$ cat config.mk
export PLATFORM = sky130hd
export DESIGN_NAME = uart_tx
export DESIGN_NICKNAME = d
export VERILOG_FILES = /design/src/rtl/uart_tx.sv
export SDC_FILE = /design/constraint.sdc
export NUM_CORES = 1
export LEC_CHECK = 0
export ABC_AREA = 1
export CAP_MARGIN = 40
export CORE_AREA = 2 2 84 86
export CTS_CLUSTER_SIZE = 30
export DETAILED_ROUTE_END_ITERATION = 16
export DIE_AREA = 0 0 86 88
export REMOVE_ABC_BUFFERS = 1
export SLEW_MARGIN = 5
export SYNTH_ARGS = -nofsm -noshare
export SYNTH_HDL_FRONTEND = slang
export SYNTH_SLANG_ARGS = --single-unit
$ cat constraint.sdc
create_clock -name sample_clk -period 2.8 [get_ports sample_clk]
set_input_delay 0.84 -clock sample_clk [delete_from_list [all_inputs] [get_ports sample_clk]]
set_output_delay 0.84 -clock sample_clk [all_outputs]
set_load 0.05 [all_outputs]
$ cat src/rtl/uart_tx.sv
// uart_tx: byte-wide transmit FIFO feeding an 8-bit UART serialiser with
// optional parity.
//
// Parameters
//   DEPTH : transmit FIFO depth in bytes (power of two, >= 2)
//   OSR   : sample_clk cycles per serial bit
//
// Ports
//   sample_clk  : sole clock, all state updates on its rising edge
//   rst         : asynchronous, active-high reset
//   in_data     : byte to transmit
//   in_valid    : in_data is valid this cycle
//   in_ready    : FIFO not full (combinational from the occupancy count)
//   parity_en   : 1 = append a parity bit after the data bits
//   parity_kind : 1 = odd parity, 0 = even parity
//   txd         : registered serial line, idle high
//   busy        : registered, high whenever the FSM is not in IDLE
//   fifo_level  : current FIFO occupancy, 0..DEPTH
module uart_tx #(
  parameter int DEPTH = 4,
  parameter int OSR   = 16
) (
  input  logic                   sample_clk,
  input  logic                   rst,
  input  logic [7:0]             in_data,
  input  logic                   in_valid,
  output logic                   in_ready,
  input  logic                   parity_en,
  input  logic                   parity_kind,
  output logic                   txd,
  output logic                   busy,
  output logic [$clog2(DEPTH):0] fifo_level
);

  localparam int AW = $clog2(DEPTH);
  localparam int LW = AW + 1;
  localparam int TW = (OSR > 1) ? $clog2(OSR) : 1;
  localparam logic [TW-1:0] TICK_LAST  = TW'(OSR - 1);
  localparam logic [LW-1:0] LEVEL_FULL = LW'(DEPTH);

  typedef enum logic [2:0] {
    IDLE   = 3'd0,
    START  = 3'd1,
    DATA   = 3'd2,
    PARITY = 3'd3,
    STOP   = 3'd4
  } state_t;

  // FIFO storage and bookkeeping
  logic [7:0]    mem [DEPTH];
  logic [AW-1:0] wr_ptr_reg;
  logic [AW-1:0] rd_ptr_reg;
  logic [LW-1:0] level_reg;
  logic          push;
  logic          pop;
  logic [7:0]    head;

  // Serialiser state
  state_t        state_reg, state_next;
  logic [7:0]    shift_reg, shift_next;
  logic [2:0]    bit_cnt_reg, bit_cnt_next;
  logic [TW-1:0] tick_reg, tick_next;
  logic          par_en_reg, par_en_next;
  logic          par_bit_reg, par_bit_next;
  logic          txd_reg, txd_next;
  logic          busy_reg;
  logic          tick_last;

  // ---------------------------------------------------------------- FIFO
  // A full FIFO refuses the byte even when a pop happens on the same edge,
  // because in_ready depends only on the count before the edge.
  assign in_ready   = (level_reg != LEVEL_FULL);
  assign push       = in_valid && in_ready;
  assign head       = mem[rd_ptr_reg];
  assign fifo_level = level_reg;

  always_ff @(posedge sample_clk) begin
    if (push) begin
      mem[wr_ptr_reg] <= in_data;
    end
  end

  always_ff @(posedge sample_clk or posedge rst) begin
    if (rst) begin
      wr_ptr_reg <= '0;
      rd_ptr_reg <= '0;
      level_reg  <= '0;
    end else begin
      if (push) begin
        wr_ptr_reg <= wr_ptr_reg + AW'(1);
      end
      if (pop) begin
        rd_ptr_reg <= rd_ptr_reg + AW'(1);
      end
      case ({push, pop})
        2'b10:   level_reg <= level_reg + LW'(1);
        2'b01:   level_reg <= level_reg - LW'(1);
        default: level_reg <= level_reg;
      endcase
    end
  end

  // ---------------------------------------------------------- serialiser
  assign tick_last = (tick_reg == TICK_LAST);

  always_comb begin
    state_next   = state_reg;
    shift_next   = shift_reg;
    bit_cnt_next = bit_cnt_reg;
    tick_next    = tick_reg + TW'(1);
    par_en_next  = par_en_reg;
    par_bit_next = par_bit_reg;
    txd_next     = txd_reg;
    pop          = 1'b0;

    case (state_reg)
      IDLE: begin
        tick_next = '0;
        txd_next  = 1'b1;
        pop       = (level_reg != '0);
      end
      START: begin
        if (tick_last) begin
          tick_next    = '0;
          bit_cnt_next = '0;
          txd_next     = shift_reg[0];
          state_next   = DATA;
        end
      end
      DATA: begin
        if (tick_last) begin
          tick_next = '0;
          if (bit_cnt_reg == 3'd7) begin
            txd_next   = par_en_reg ? par_bit_reg : 1'b1;
            state_next = par_en_reg ? PARITY : STOP;
          end else begin
            shift_next   = {1'b0, shift_reg[7:1]};
            bit_cnt_next = bit_cnt_reg + 3'd1;
            txd_next     = shift_reg[1];
          end
        end
      end
      PARITY: begin
        if (tick_last) begin
          tick_next  = '0;
          txd_next   = 1'b1;
          state_next = STOP;
        end
      end
      STOP: begin
        if (tick_last) begin
          tick_next  = '0;
          txd_next   = 1'b1;
          state_next = IDLE;
          // Back-to-back frames: start the next one with no idle gap.
          pop        = (level_reg != '0);
        end
      end
      default: begin
        tick_next    = '0;
        bit_cnt_next = '0;
        txd_next     = 1'b1;
        state_next   = IDLE;
      end
    endcase

    // Frame start is shared by IDLE and end-of-STOP. Parity settings are
    // captured here so changes mid-frame only affect later frames.
    if (pop) begin
      shift_next   = head;
      par_en_next  = parity_en;
      par_bit_next = parity_kind ^ (^head);
      bit_cnt_next = '0;
      tick_next    = '0;
      txd_next     = 1'b0;
      state_next   = START;
    end
  end

  always_ff @(posedge sample_clk or posedge rst) begin
    if (rst) begin
      state_reg   <= IDLE;
      shift_reg   <= '0;
      bit_cnt_reg <= '0;
      tick_reg    <= '0;
      par_en_reg  <= 1'b0;
      par_bit_reg <= 1'b0;
      txd_reg     <= 1'b1;
      busy_reg    <= 1'b0;
    end else begin
      state_reg   <= state_next;
      shift_reg   <= shift_next;
      bit_cnt_reg <= bit_cnt_next;
      tick_reg    <= tick_next;
      par_en_reg  <= par_en_next;
      par_bit_reg <= par_bit_next;
      txd_reg     <= txd_next;
      busy_reg    <= (state_next != IDLE);
    end
  end

  assign txd  = txd_reg;
  assign busy = busy_reg;

endmodule

==> results <==
## critical path, cell delays in order, from the launching register on
cell and delay, ps:
dfrtp_1 390, inv_1 100, nand3_1 110, clkdlybuf4s50_1 800
## power breakdown
| part | switching, uW | total [uW] | internal (uW) |
|---|---|---|---|
| combinational | 342 | 528 | 186 |
| clock | 341 | 746 | 405 |
| sequential | 52.4 | 1140 | 1090 |
## cells in the mapped netlist, drive strengths merged
cell type	n	area share, %
inv	33	4.5
a31oi	1	0.21
dfstp	1	0.90
nor2	22	2.9
ha	8	3.4
nand2	102	14
xor2	4	1.2
o21ai	20	3.4
clkinv	1	0.13
edfxtp	32	33
o211ai	2	0.51
xnor2	1	0.30
dfrtp	28	24
nor3	2	0.34
o221ai	1	0.30
o22ai	2	0.43
a22oi	1	0.26
a21oi	4	0.68
fa	1	0.68
buf	7	2.6
nand4	1	0.21
nand3	38	6.7
## final timing paths
check	startpoint	end	slack (ps)	cells past startpoint
hold reg to reg	tick_reg[0]	tick_reg[0]	470	1
max in group asynchronous	rst	txd	1620	3
setup reg to reg	tick_reg[0]	fifo_level[2]	600	13
hold / removal	tick_reg[0]	tick_reg[0]	470	1
setup / recovery	fifo_level[0]	in_ready	230	3
min in group asynchronous	rst	tick_reg[2]	880	3
## layout by cell type (no fill, tap or decap), types with 3 or more instances in the layout
cell / Yosys / final
dfrtp_1: 28 / 28
ha_1: 8 / 8
buf_4: 1 / 8
o21ai_0: 18 / 18
edfxtp_1: 32 / 32
a21oi_1: 4 / 4
xor2_1: 4 / 4
clkdlybuf4s50_1: 0 / 18
nand2_1: 95 / 95
nor2_1: 21 / 21
inv_2: 3 / 3
inv_1: 29 / 29
clkinv_2: 0 / 4
nand2_2: 7 / 7
clkbuf_8: 0 / 9
nand3_1: 37 / 37
## final cells by class
type	count	area share, %
clock buffer	9	3.66
clock inverter	7	1.96
inverter	34	3.99
multi-input combinational	210	30.5
sequential	61	49.9
tap	80	2.96
timing repair buffer	26	7.10
## layer usage
layer	track usage, %	routed length [um]	up-vias
met4	6.64	91	0
met5	0	0	-
met1	19.0	2540	959
met3	4.43	204	10
li1	-	-	1093
met2	24.1	2460	33
## metrics by stage
stage	hold WS (ps)	utilization, %	instance area (sq um)
after floorplan	431	-	2850
after global placement	453	48.1	3190
after detailed placement	461	48.1	3190
after CTS	472	50.9	3380
after global routing	498	50.9	3380
final	469	50.9	3380
## cell families (layout without fill, tap and decap cells)
logic type,count (synthesis),in the layout,share of synthesized area [%]
AOI/OAI and AO/OA,31,31,5.80
xor gates and xnor gates,5,5,1.49
adders and majority gates,9,9,4.10
buffers and inverters,41,76,7.26
DFF,61,61,57.6
and+or+nand+nor,165,165,23.8
==> results.json <==
{
  "core_sq_um": 6640,
  "grt_max_degree": 30,
  "vias": 2095,
  "fin_total_pwr_uw": 2410,
  "fill_cells": 621,
  "path_clk_slew_ps": 70,
  "finalSetupViolCount": 0,
  "numCtsBuffers": 9,
  "layout.cells.non_filler": 427,
  "place_ws_ps": 309,
  "ff_latch_area_sq_um": 1690,
  "grt-ovfl-total": 0,
  "gp_congestion": 0.847,
  "arrival_ps": 1730,
  "cp-end-kind": "output port",
  "via_per_inst": 4.91,
  "cts_tree": "done",
  "place_inst": 411,
  "dr.pass1.iters": 4,
  "rsz0062_at_grt": "false",
  "fin_crit_sh_pct": 91.9,
  "startpoint_type": "register",
  "ys_warn_count": 0,
  "syn-cell-area_sq_um": 2930,
  "grt_pass1_vias": 1908,
  "tightest_slew_ps": 706,
  "htree_levels": 3,
  "drc": 0,
  "port_buffers": 18,
  "finalHoldViolations": 0,
  "power.density_nw_per_um2": 713,
  "ys_ff_latch": 61,
  "cellLeakagePower_uw": 0.00156,
  "maxCapViolCount": 0,
  "critPathMaxFanout": 3,
  "synth_area_per_cell_sq_um": 9.40,
  "worst_slew_margin_rel_pct": 52.9,
  "path_class": "register to output port",
  "grt.total_usage_pct": 15.0,
  "root_buffer": "clkbuf_8",
  "clock_latency_ps": 340,
  "drt-total-wl_um": 5300,
  "largest_register_ff_count": 32,
  "antenna_found_initial": 0,
  "ctsResizeCount": 0,
  "initial_utilization_pct": 44.1,
  "clockBufferDepth": 2,
  "clock-sinks": 61,
  "nNetsFinal": 364,
  "fp-row-count": 30,
  "syn_inst": 312,
  "drive_above_1_share_pct": 11.0,
  "syn_to_final_growth_pct": 15.5,
  "cts_setup_buffers": 0,
  "die-area_sq_um": 7570,
  "fmax_ghz": 0.388,
  "ios": 19,
  "die_w_um": 86,
  "yosysUniqueCellTypes": 31,
  "layout_setup_ws_ps": 226,
  "period_needed_ps": 2570,
  "max-vdd-ir-drop_v": 0.000399,
  "outcome": "finished clean",
  "hpwl_um": 3710,
  "multiInputGateArea_sq_um": 1030,
  "ys_seq_area_share_pct": 57.6,
  "fin_skew_ps": 7.80,
  "grt_first_pass_wirelength_um": 8700,
  "cts-hold-fix-buffers": 0,
  "hold_class": "register to register",
  "die_h_um": 88,
  "wl_per_cell_um": 12.4,
  "fin_setup_tns_ps": 0,
  "antenna_cells": 0,
  "maxSlewViolCount": 0,
  "detail-route-antenna-nets": 0,
  "drt_iter0_markers": 97,
  "crit_required_ps": 1960
}
Note: power is estimated with default switching activity, not from simulation.
